--- src/rtl/data_mem_dump_reader_pkg.sv ---
// Shared definitions for the data-memory dump reader: FSM encoding,
// default widths and the layout of one skid-FIFO entry {addr, data, last}.
package mips_dump_pkg;

  localparam int ADDR_W_DEF = 10;
  localparam int DATA_W_DEF = 32;

  typedef enum logic [1:0] {
    ST_IDLE,
    ST_READ,
    ST_DRAIN,
    ST_DONE
  } dump_state_t;

  typedef struct packed {
    logic [ADDR_W_DEF-1:0] addr;
    logic [DATA_W_DEF-1:0] data;
    logic                  last;
  } dump_entry_t;

  localparam int ENTRY_W = $bits(dump_entry_t);

  // Entry width for non-default address/data widths.
  function automatic int entry_w(input int aw, input int dw);
    return aw + dw + 1;
  endfunction

endpackage

--- src/rtl/data_mem_dump_reader_if.sv ---
// Streaming output port of the dump reader (valid/ready with address and
// last-word marker). master = the reader, slave = the host/sink.
interface data_mem_dump_reader_if #(
  parameter int ADDR_W = 10,
  parameter int DATA_W = 32
) ();

  logic [DATA_W-1:0] dout;
  logic [ADDR_W-1:0] dout_addr;
  logic              dout_valid;
  logic              dout_ready;
  logic              dout_last;

  modport master (
    output dout,
    output dout_addr,
    output dout_valid,
    output dout_last,
    input  dout_ready
  );

  modport slave (
    input  dout,
    input  dout_addr,
    input  dout_valid,
    input  dout_last,
    output dout_ready
  );

endinterface

--- src/rtl/data_mem_dump_reader_skid_fifo.sv ---
// dump_skid_fifo: small synchronous FIFO used as the output skid buffer.
// A push while full is accepted only when a pop happens in the same cycle,
// leaving the occupancy unchanged.
module dump_skid_fifo #(
  parameter int WIDTH = 43,
  parameter int DEPTH = 2,
  parameter int LVL_W = $clog2(DEPTH + 1)
) (
  input  logic             clk,
  input  logic             rst,
  input  logic             push,
  input  logic             pop,
  input  logic [WIDTH-1:0] din,
  output logic [WIDTH-1:0] dout,
  output logic             full,
  output logic             empty,
  output logic [LVL_W-1:0] level
);

  localparam int PTR_W = (DEPTH > 1) ? $clog2(DEPTH) : 1;

  logic [WIDTH-1:0] store [DEPTH];
  logic [PTR_W-1:0] wr_ptr;
  logic [PTR_W-1:0] rd_ptr;
  logic             do_push;
  logic             do_pop;

  function automatic logic [PTR_W-1:0] ptr_inc(input logic [PTR_W-1:0] p);
    return (p == PTR_W'(DEPTH - 1)) ? '0 : p + 1'b1;
  endfunction

  assign empty   = (level == '0);
  assign full    = (level == LVL_W'(DEPTH));
  assign do_pop  = pop && !empty;
  assign do_push = push && (!full || do_pop);
  assign dout    = store[rd_ptr];

  // Pointer and occupancy bookkeeping; reset empties the FIFO.
  always_ff @(posedge clk or negedge rst) begin
    if (!rst) begin
      wr_ptr <= '0;
      rd_ptr <= '0;
      level  <= '0;
    end else begin
      if (do_push) wr_ptr <= ptr_inc(wr_ptr);
      if (do_pop)  rd_ptr <= ptr_inc(rd_ptr);
      case ({do_push, do_pop})
        2'b10:   level <= level + 1'b1;
        2'b01:   level <= level - 1'b1;
        default: level <= level;
      endcase
    end
  end

  // Entry storage, data only, never reset.
  always_ff @(posedge clk) begin
    if (do_push) store[wr_ptr] <= din;
  end

endmodule

--- src/rtl/data_mem_dump_reader.sv ---
// data_mem_dump_reader: walks data memory from base_addr for count words
// (clamped to 2**ADDR_W, addresses wrap) and streams {data, addr, last}
// over a valid/ready port through a skid FIFO. Reads are only issued when
// the FIFO can absorb every outstanding read, counting a pop in the same
// cycle, which sustains one word per cycle with a 2-entry FIFO.
// Optional feature macro: DUMP_CHECKSUM_EN adds a checksum output holding
// the wrapping sum of all transferred words of the last dump.
module data_mem_dump_reader
  import mips_dump_pkg::*;
#(
  parameter int ADDR_W = ADDR_W_DEF,
  parameter int DATA_W = DATA_W_DEF,
  parameter int FIFO_D = 2
) (
  input  logic                clk,
  input  logic                rst,
  input  logic                start,
  input  logic [ADDR_W-1:0]   base_addr,
  input  logic [ADDR_W:0]     count,
  output logic                mem_rd_en,
  output logic [ADDR_W-1:0]   mem_addr,
  input  logic [DATA_W-1:0]   mem_rdata,
  output logic                busy,
  output logic                done,
`ifdef DUMP_CHECKSUM_EN
  output logic [DATA_W-1:0]   checksum,
`endif
  data_mem_dump_reader_if.master dout_if
);

  localparam int EW    = entry_w(ADDR_W, DATA_W);
  localparam int LVL_W = $clog2(FIFO_D + 1);
  localparam logic [ADDR_W:0] MAX_CNT = {1'b1, {ADDR_W{1'b0}}};

  dump_state_t       state, state_nxt;
  logic [ADDR_W-1:0] addr_q;
  logic [ADDR_W:0]   remain_q;
  logic [ADDR_W:0]   cnt_clamped;
  logic              rd_en;
  logic              rd_last;
  logic              rd_ok;

  logic              pend_p1;
  logic [ADDR_W-1:0] pend_addr_p1;
  logic              pend_last_p1;

  logic [EW-1:0]     fifo_din;
  logic [EW-1:0]     fifo_dout;
  logic              fifo_full;
  logic              fifo_empty;
  logic [LVL_W-1:0]  fifo_level;
  logic              fifo_vld;
  logic              pop;
  logic [ADDR_W-1:0] head_addr;
  logic [DATA_W-1:0] head_data;
  logic              head_last;
  logic [LVL_W:0]    used;
  logic [LVL_W:0]    cap;

  assign cnt_clamped = (count > MAX_CNT) ? MAX_CNT : count;
  assign rd_last     = (remain_q == {{ADDR_W{1'b0}}, 1'b1});

  assign used  = {1'b0, fifo_level} + {{LVL_W{1'b0}}, pend_p1};
  assign cap   = (LVL_W + 1)'(FIFO_D) + {{LVL_W{1'b0}}, pop};
  assign rd_ok = (used < cap);

  assign rd_en     = (state == ST_READ) && rd_ok;
  assign mem_rd_en = rd_en;
  assign mem_addr  = addr_q;

  assign fifo_vld  = !fifo_empty;
  assign pop       = fifo_vld && dout_if.dout_ready;
  assign head_addr = fifo_dout[EW-1 -: ADDR_W];
  assign head_data = fifo_dout[DATA_W:1];
  assign head_last = fifo_dout[0];

  assign dout_if.dout_valid = fifo_vld;
  assign dout_if.dout       = fifo_vld ? head_data : '0;
  assign dout_if.dout_addr  = fifo_vld ? head_addr : '0;
  assign dout_if.dout_last  = fifo_vld && head_last;

  // Next-state and status decode.
  always_comb begin
    state_nxt = state;
    busy      = 1'b0;
    done      = 1'b0;
    case (state)
      ST_IDLE: begin
        if (start) state_nxt = (count == '0) ? ST_DONE : ST_READ;
      end
      ST_READ: begin
        busy = 1'b1;
        if (rd_en && rd_last) state_nxt = ST_DRAIN;
      end
      ST_DRAIN: begin
        busy = 1'b1;
        if (pop && head_last) state_nxt = ST_DONE;
      end
      ST_DONE: begin
        busy      = 1'b1;
        done      = 1'b1;
        state_nxt = ST_IDLE;
      end
      default: state_nxt = ST_IDLE;
    endcase
  end

  // Control state: FSM, address/remaining counters, read-in-flight flag.
  always_ff @(posedge clk or negedge rst) begin
    if (!rst) begin
      state    <= ST_IDLE;
      addr_q   <= '0;
      remain_q <= '0;
      pend_p1  <= 1'b0;
    end else begin
      state   <= state_nxt;
      pend_p1 <= rd_en;
      if (state == ST_IDLE && start) begin
        addr_q   <= base_addr;
        remain_q <= cnt_clamped;
      end else if (rd_en) begin
        addr_q   <= addr_q + 1'b1;
        remain_q <= remain_q - 1'b1;
      end
    end
  end

  // Stage p0 -> p1: remember address/last of the read whose data returns next cycle.
  always_ff @(posedge clk) begin
    if (rd_en) begin
      pend_addr_p1 <= addr_q;
      pend_last_p1 <= rd_last;
    end
  end

  // Stage p1 -> FIFO: returned word pushed together with its address.
  assign fifo_din = {pend_addr_p1, mem_rdata, pend_last_p1};

  dump_skid_fifo #(
    .WIDTH (EW),
    .DEPTH (FIFO_D),
    .LVL_W (LVL_W)
  ) u_fifo (
    .clk   (clk),
    .rst   (rst),
    .push  (pend_p1),
    .pop   (pop),
    .din   (fifo_din),
    .dout  (fifo_dout),
    .full  (fifo_full),
    .empty (fifo_empty),
    .level (fifo_level)
  );

`ifdef DUMP_CHECKSUM_EN
  // Running sum of accepted words, cleared when a dump starts.
  always_ff @(posedge clk or negedge rst) begin
    if (!rst) begin
      checksum <= '0;
    end else if (state == ST_IDLE && start) begin
      checksum <= '0;
    end else if (pop) begin
      checksum <= checksum + head_data;
    end
  end
`endif

endmodule
--- src/flat_wrapper.sv ---
// flat-port wrapper written by rule: the top's interface ports become plain ports
module data_mem_dump_reader_flat import mips_dump_pkg::*;
#(
  parameter int ADDR_W = ADDR_W_DEF,
  parameter int DATA_W = DATA_W_DEF,
  parameter int FIFO_D = 2
)
  (clk, rst, start, base_addr, count, mem_rd_en, mem_addr, mem_rdata, busy, done, dout_if_dout, dout_if_dout_addr, dout_if_dout_valid, dout_if_dout_last, dout_if_dout_ready);
  data_mem_dump_reader_if #(.ADDR_W(ADDR_W), .DATA_W(DATA_W)) dout_if_i ();
  input  logic clk;
  input  logic rst;
  input  logic start;
  input  logic [ADDR_W-1:0] base_addr;
  input  logic [ADDR_W:0] count;
  output logic mem_rd_en;
  output logic [ADDR_W-1:0] mem_addr;
  input  logic [DATA_W-1:0] mem_rdata;
  output logic busy;
  output logic done;
  output wire logic [$bits(dout_if_i.dout)-1:0] dout_if_dout;
  output wire logic [$bits(dout_if_i.dout_addr)-1:0] dout_if_dout_addr;
  output wire logic [$bits(dout_if_i.dout_valid)-1:0] dout_if_dout_valid;
  output wire logic [$bits(dout_if_i.dout_last)-1:0] dout_if_dout_last;
  input wire logic [$bits(dout_if_i.dout_ready)-1:0] dout_if_dout_ready;
  assign dout_if_dout = dout_if_i.dout;
  assign dout_if_dout_addr = dout_if_i.dout_addr;
  assign dout_if_dout_valid = dout_if_i.dout_valid;
  assign dout_if_dout_last = dout_if_i.dout_last;
  assign dout_if_i.dout_ready = dout_if_dout_ready;
  data_mem_dump_reader #(.ADDR_W(ADDR_W), .DATA_W(DATA_W), .FIFO_D(FIFO_D)) u_core (.clk(clk), .rst(rst), .start(start), .base_addr(base_addr), .count(count), .mem_rd_en(mem_rd_en), .mem_addr(mem_addr), .mem_rdata(mem_rdata), .busy(busy), .done(done), .dout_if(dout_if_i));
endmodule
--- config.mk ---
export PLATFORM = sky130hd
export DESIGN_NAME = data_mem_dump_reader_flat
export DESIGN_NICKNAME = d
export VERILOG_FILES = /design/src/rtl/data_mem_dump_reader_pkg.sv /design/src/rtl/data_mem_dump_reader_if.sv /design/src/rtl/data_mem_dump_reader_skid_fifo.sv /design/src/rtl/data_mem_dump_reader.sv /design/src/flat_wrapper.sv
export SDC_FILE = /design/constraint.sdc
export NUM_CORES = 1
export LEC_CHECK = 0
export CORE_MARGIN = 2
export CORE_UTILIZATION = 60
export CTS_CLUSTER_SIZE = 12
export DETAILED_ROUTE_END_ITERATION = 16
export DONT_BUFFER_PORTS = 1
export PLACE_DENSITY = 0.85
export SLEW_MARGIN = 10
export SYNTH_ARGS = -nofsm -noshare
export SYNTH_HDL_FRONTEND = slang
export SYNTH_HIERARCHICAL = 1
export SYNTH_SLANG_ARGS = --single-unit
--- constraint.sdc ---
create_clock -name clk -period 6.61 [get_ports clk]
set_input_delay 1.983 -clock clk [delete_from_list [all_inputs] [get_ports clk]]
set_output_delay 1.983 -clock clk [all_outputs]
set_load 0.03 [all_outputs]
==> flow_summary.json <==
{
  "antenna_cells": 0,
  "area_growth_pct": 12.5,
  "root_buffer": "clkbuf_8",
  "synthCells": 395,
  "seq_area_mm2": 0.00361,
  "first_pass_iters": 4,
  "cts_hold_buf": 0,
  "wl_per_cell_um": 19.1,
  "die_area_mm2": 0.0101,
  "finalSetupViolations": 0,
  "dp_cells": 490,
  "critPathMaxFanout": 7,
  "finalCriticalPeriod_ps": 5010,
  "fin_cells": 522,
  "fin_tns_setup_ps": 0,
  "hold_viol": 0,
  "die_w_um": 100,
  "clk_pin_slew_ps": 50,
  "path_buf_inv": 0,
  "post-dp-hpwl_um": 6520,
  "antenna_found_initial": 0,
  "critPathMaxStageDelay_ps": 570,
  "cts_setup_buffers": 0,
  "power_w": 0.00381,
  "vias": 3155,
  "port_buffers": 0,
  "crit_family": "compound AO/OA/AOI/OAI gates",
  "fin_util_pct": 68.8,
  "critPathKind": "in -> out",
  "die_h_um": 100,
  "grt_use_total_pct": 20.6,
  "nNetsFinal": 465,
  "tightest_slew_ps": 1060,
  "required_ps": 4630,
  "grt_max_degree": 49,
  "grt_pass1_wl_um": 15600,
  "syn_nets": 462,
  "clock-sinks": 125,
  "hold_slack_ps": 448,
  "crit_slowest_cell": "a211oi_4",
  "routed_via_density": 6.04,
  "clock_latency_ps": 510,
  "cts_buffers": 17,
  "start_kind": "primary input",
  "rows": 35,
  "drive_above_1_share_pct": 21.9,
  "drt_iter0_markers": 188,
  "slew_violations": 0,
  "relSlewSlack_pct": 29.1,
  "route.detailed.drc": 0,
  "htree_levels": 4,
  "worstPathCellList": "or3b_1 -> a211oi_4",
  "grt_overflow": 0,
  "synth.avg_cell_area_um2": 14.1,
  "cap_violations": 0,
  "core_mm2": 0.00911,
  "cts.path.max_buffers": 2,
  "cp.arrival_ps": 3020,
  "cts_tree": "built",
  "status": "complete, no violations",
  "place_congestion": 0.815,
  "synth_area_mm2": 0.00557,
  "first_global_vias": 3150,
  "ant_nets": 0,
  "clock_skew_ps": 10.2,
  "start_util_pct": 61.1,
  "hold_path_class": "reg -> reg",
  "rsz0062_at_grt": "no",
  "max_freq_mhz": 200,
  "powerDensity_mw_per_mm2": 609,
  "cts_resized": 0,
  "multi_input_area_mm2": 0.00186,
  "crit_path_end_kind": "primary output",
  "fillCellCount": 632,
  "power.leakage_nw": 2.21,
  "ir_drop_v": 0.000298,
  "io_pins": 114,
  "fin_crit_sh_pct": 75.8,
  "routed_wl_um": 9960,
  "yosysWarnings": 6
}
==> state kept, by name, indices dropped and copies added (netlist names), 2 cells and up <==
register and cells:
u_core/mem_addr 10, u_core/pend_addr_p1 10, u_core/remain_q 11, u_core/state 2, u_core/u_fifo/level 2, u_core/u_fifo/store 86
==> per-stage QoR <==
step / area [µm²] / setup slack, ps
after floorplan: 5570 / 939
after global placement: 5670 / 1630
after detailed placement: 5670 / 1620
after CTS: 6260 / 1610
after global routing: 6260 / 1580
final: 6260 / 1600
==> power by group <==
| group | internal (W) | switching (W) |
|---|---|---|
| registers | 0.00126 | 0.000256 |
| clock network | 0.000573 | 0.000321 |
| logic | 0.000451 | 0.000951 |
| total | 0.00229 | 0.00153 |
==> placed cells by master (no fill, tap or decap), types with 8 or more instances in the layout <==
cell       count
ha_1          10
clkbuf_16     18
nor2_1         8
edfxtp_1      97
xnor2_1       11
nand2_1       16
a21oi_1        8
dfrtp_1       27
inv_1         11
mux2_2        45
nor2b_1       45
o21ai_0       16
==> final cells by class <==
class / count / area share [%]
sequential: 125 / 57.7
multi-input combinational: 240 / 29.6
clock buffer: 24 / 8.19
tap: 111 / 2.22
clock inverter: 8 / 1.26
inverter: 11 / 0.659
timing repair buffer: 3 / 0.359
==> metal layers <==
metal | wire (µm) | share of wire, % | track usage (%) | vias to the layer above
li1 | - | - | - | 1478
met1 | 3930 | 39 | 23.8 | 1526
met2 | 5060 | 51 | 34.1 | 137
met3 | 812 | 8.2 | 7.87 | 14
met4 | 159 | 1.6 | 9.69 | 0
met5 | 0 | 0 | 0 | -
==> path summary, 6_finish.rpt <==
kind | from | to | slack, ps | cells past startpoint
worst max-delay path | dout_if_dout_ready | mem_rd_en | 1600 | 2
max in group asynchronous | rst | u_core/u_fifo/rd_ptr | 5360 | 0
worst max register to register | u_core/u_fifo/level[1] | u_core/u_fifo/store[1][5] | 3590 | 4
worst min-delay path | u_core/pend_addr_p1[5] | u_core/u_fifo/store[0][38] | 450 | 0
worst min register to register | u_core/pend_addr_p1[5] | u_core/u_fifo/store[0][38] | 450 | 0
min in group asynchronous | rst | u_core/remain_q[8] | 1160 | 0
No activity file was read; power rests on OpenSTA's default activity.
